`config.mk`:
```
export PLATFORM = sky130hd
export DESIGN_NAME = flex_down_counter
export DESIGN_NICKNAME = d
export VERILOG_FILES = /design/src/rtl/flex_down_counter.sv
export SDC_FILE = /design/constraint.sdc
export NUM_CORES = 1
export LEC_CHECK = 0
export ABC_AREA = 1
export CAP_MARGIN = 20
export CORE_UTILIZATION = 44
export DETAILED_ROUTE_END_ITERATION = 10
export PLACE_DENSITY = 0.84
export SLEW_MARGIN = 20
export SYNTH_ARGS = -nofsm -noshare
export SYNTH_HDL_FRONTEND = slang
export SYNTH_SLANG_ARGS = --single-unit
export TNS_END_PERCENT = 1
```
`constraint.sdc`:
```
create_clock -name clk -period 1.5 [get_ports clk]
set_input_delay 0.375 -clock clk [delete_from_list [all_inputs] [get_ports clk]]
set_output_delay 0.375 -clock clk [all_outputs]
set_load 0.01 [all_outputs]
```
`src/rtl/flex_down_counter.sv`:
```
// rtl/flex_down_counter.sv - loadable down-counter/timer with start/busy/done handshake and auto-reload
module flex_down_counter #(
  parameter int NUM_CNT_BITS = 5
) (
  input  logic                    clk,
  input  logic                    n_rst,
  input  logic                    clear,
  input  logic                    start,
  input  logic                    count_enable,
  input  logic                    auto_reload,
  input  logic [NUM_CNT_BITS-1:0] load_val,
  output logic [NUM_CNT_BITS-1:0] count_out,
  output logic                    busy,
  output logic                    done,
  output logic                    zero_flag
);

  typedef enum logic {
    IDLE = 1'b0,
    RUN  = 1'b1
  } state_t;

  localparam logic [NUM_CNT_BITS-1:0] CNT_ZERO = '0;
  localparam logic [NUM_CNT_BITS-1:0] CNT_ONE  = NUM_CNT_BITS'(1);

  state_t                  state_q, state_d;
  logic [NUM_CNT_BITS-1:0] count_q, count_d;
  logic                    busy_q, busy_d;
  logic                    done_q, done_d;
  logic                    load_nonzero;

  assign load_nonzero = (load_val != CNT_ZERO);

  always_comb begin
    state_d = state_q;
    count_d = count_q;
    done_d  = 1'b0;

    if (clear) begin
      state_d = IDLE;
      count_d = CNT_ZERO;
    end else begin
      case (state_q)
        IDLE: begin
          if (start) begin
            if (load_nonzero) begin
              count_d = load_val;
              state_d = RUN;
            end else begin
              // Zero-length timer: report completion without ever entering RUN.
              count_d = CNT_ZERO;
              done_d  = 1'b1;
            end
          end
        end
        RUN: begin
          if (count_enable) begin
            if (count_q == CNT_ONE) begin
              done_d = 1'b1;
              // Reload skips zero so the period is exactly load_val enabled cycles.
              if (auto_reload && load_nonzero) begin
                count_d = load_val;
              end else begin
                count_d = CNT_ZERO;
                state_d = IDLE;
              end
            end else begin
              count_d = count_q - CNT_ONE;
            end
          end
        end
        default: begin
          state_d = IDLE;
          count_d = CNT_ZERO;
        end
      endcase
    end

    busy_d = (state_d == RUN);
  end

  always_ff @(posedge clk or negedge n_rst) begin
    if (!n_rst) begin
      state_q <= IDLE;
      count_q <= CNT_ZERO;
      busy_q  <= 1'b0;
      done_q  <= 1'b0;
    end else begin
      state_q <= state_d;
      count_q <= count_d;
      busy_q  <= busy_d;
      done_q  <= done_d;
    end
  end

  assign count_out = count_q;
  assign busy      = busy_q;
  assign done      = done_q;
  assign zero_flag = (count_q == CNT_ZERO);

endmodule

```
==> summary.md <==
| Metric | Value |
|---|---|
| Post-synthesis simple-gate area fraction | 46.5% |
| Crit Path Class | reg -> out |
| Setup Skew | 0.00874 ns |
| Port Buffers | 18 |
| Combinational family with the most area after synthesis | simple AND/OR/NAND/NOR gates |
| Ys async rst share | 100% |
| CTS tree | yes |
| Most common cell in the synthesized netlist | nand2_1 |
| Pre-antenna DRT Iters | 4 |
| Slowest CP cell | dfrtp_1 |
| Slew @ Worst Pin | 0.318 ns |
| Syn. warnings | 0 |
| Via count | 677 |
| Min-Delay Path Class | in -> async |
| IO Pins | 19 |
| Fin Setup TNS | -0.0171 ns |
| Slew HR | 78.7% |
| EDFF count, synth | 0 |
| Initial antenna violation count | 0 |
| Global-route usage over all layers | 26.3% |
| Drt wl/cell | 11.9 microns |
| RSZ-0062 raised after global routing | yes |
| CP endpoint kind | output pin |
| Dpl ws | -0.136 ns |
| Initial Util | 50.3% |
| Critical Path RT | 1.12 ns |
| CP Data Arrival Time | 1.14 ns |
| Detailed-route DRC error count | 0 |
| Clock Tree Root | clkbuf_4 |
| Outcome | complete, but fails checks |
| Largest area contributor in the netlist | dfrtp_1 |
| H-tree levels | 1 |
| Die Area | 0.00149 sq mm |
| Worst skew pair latency | 0.26 ns |
| Ordered cell list for the critical path | buf_6 -> nor2_4 -> nand2_1 -> nor2_1 -> buf_2 |
| Core box area | 0.00117 sq mm |
| Failing checks | negative setup slack |
| Hpwl dp | 1290 microns |
| Syn Area/Cell | 6.77 sq um |
| LEAKAGE | 0.000506 uW |
| Maximum VDD drop | 0.000882 V |
| Buf/Inv on CP | 2 |
| Clock transition at path regs | 0.06 ns |
| Die height | 38.6 microns |
| Synth area leaders | dfrtp_1, nand2_1, ha_1 |
| Share of layout cells above drive strength 1 | 26.0% |
| Period utilisation layout | 101% |
| Most used DFF post-synth | dfrtp_1 |
| Number of inserted diodes | 0 |
| GPL Wtd Cong | 0.909 |
| Startpoint types | flop |
| Number of antenna-violating nets in the routed design | 0 |
| DR vias/cell | 4.94 |
| Final worst slack | -0.0171 ns |
| Tmin final | 1.52 ns |
| Post-Synthesis Cells | 87 |
| Seq/Total Area, Yosys | 29.7% |
| Post-Synth XOR/XNOR Area | 1.49% |
| Placed Area | 870 sq um |
| Hold_ws | 0.367 ns |
| Nets@finish | 138 |
| Final Max Tran Viols | 0 |
| Vias in the first global route | 613 |
| FMAX | 659 MHz |
| Die width | 38.6 microns |
| Clock buffer count from CTS | 3 |
| Cell variety after synth | 22 |
| Final Hold Fails | 0 |
| Commonest cells post-synth | nand2_1, dfrtp_1, inv_1, nand3_1, nor2_1 |
| MaxCap Viol Count | 0 |
| Area delta synth->final | 56.1% |
| Drt total wl | 1630 microns |
| Row count | 12 |
| Family with the most delay on the worst path | flip-flops |
| Hold-fix buffers, CTS | 0 |
| Setup violators final | 1 |
| First-pass GRT wire length | 2520 microns |
| Final Cell Area | 920 sq um |
| Compound-Gate Fraction of Synth Area | 9.13% |
| Yosys top cell area share | 29.7% |
| CP max stage delay | 0.38 ns |
| DRT iter0 DRCs | 18 |
| Clock Sinks | 7 |
| Global route total overflow | 0 |
| Mapped Area | 589 sq um |
| # fillers | 94 |
| Synth Area in Adders | 6.37% |
| Mapped Nets | 101 |
| Multi-input gate area | 382 sq um |
| PD cells | 812 mW/mm^2 |
| Clk buf depth | 2 |
| Largest net degree at the start of global routing | 8 |
| Sequential cell area | 175 sq um |
| #FFs+latches synth | 7 |
| Mux cell area share after synthesis | 0% |
| Critical path fanouts, max | 2 |
==> state kept, by name, indices dropped and copies added (netlist names) <==
signal / count
done: 1
busy: 1
count_out: 5
==> report_power, final <==
| group | total [uW] | internal [uW] | switching [uW] |
|---|---|---|---|
| registers | 220 | 207 | 12.7 |
| clock network | 179 | 102 | 77.3 |
| logic | 348 | 169 | 178 |
| total | 747 | 479 | 268 |
==> cell usage in the layout (no fill, tap or decap), types with 2 or more instances in the layout <==
master / count
inv_1: 6
clkdlybuf4s50_1: 10
a21oi_1: 2
dlygate4sd2_1: 7
nor2_4: 2
inv_2: 3
buf_6: 2
ha_1: 2
nand2_1: 37
dfrtp_1: 7
nor2_1: 6
nand2_4: 2
clkbuf_4: 3
o21ai_0: 2
nand3_1: 7
buf_4: 12
==> timing repair <==
| item | CTS | global route |
|---|---|---|
| setup buffers | 2 | 1 |
| endpoints found under the setup margin | 8 | 4 |
| gates cloned | 0 | 0 |
| gates resized for setup | 12 | 4 |
| pin swaps | 0 | 1 |
==> final cells by class <==
class                   instances  area share [%]
flip-flops and latches          7            19.0
clock buffers                   4            2.86
repair buffers                 32            30.3
well taps                      14            1.90
multi-input cells              70            41.5
inverters                      10            4.35
==> stage by stage <==
step	instances	total power (uW)	util, %
floorplan	87	400	-
global placement	130	555	74.3
detailed placement	130	568	74.3
CTS	136	738	76.6
global route	137	800	78.5
finish	137	747	78.5
==> routing by layer <==
metal / part of all wire, % / global-route usage (%) / vias up
li1: - / - / 343
met1: 43 / 28.5 / 297
met2: 48 / 44.2 / 27
met3: 5.0 / 9.25 / 10
met4: 3.5 / 13.8 / 0
met5: 0 / 0 / -
==> cell families (layout without fill, tap and decap cells) <==
kind of cell	Yosys count	count (layout)
simple gates	59	59
buf+inv	10	46
compound gates	7	7
flops	7	7
fa+ha+maj	3	3
xor+xnor	1	1
==> worst paths after layout <==
kind | startpoint | end | slack [ns] | depth (start not counted)
max | count_out[2] | zero_flag | -0.02 | 5
min | n_rst | count_out[2] | 0.37 | 1
max reg2reg | count_out[2] | count_out[4] | 0.08 | 9
min reg2reg | count_out[1] | count_out[1] | 0.59 | 3
max in group asynchronous | n_rst | count_out[1] | 0.89 | 1
min in group clk | count_out[1] | count_out[1] | 0.59 | 3
Power figures use the tool's default switching activity.
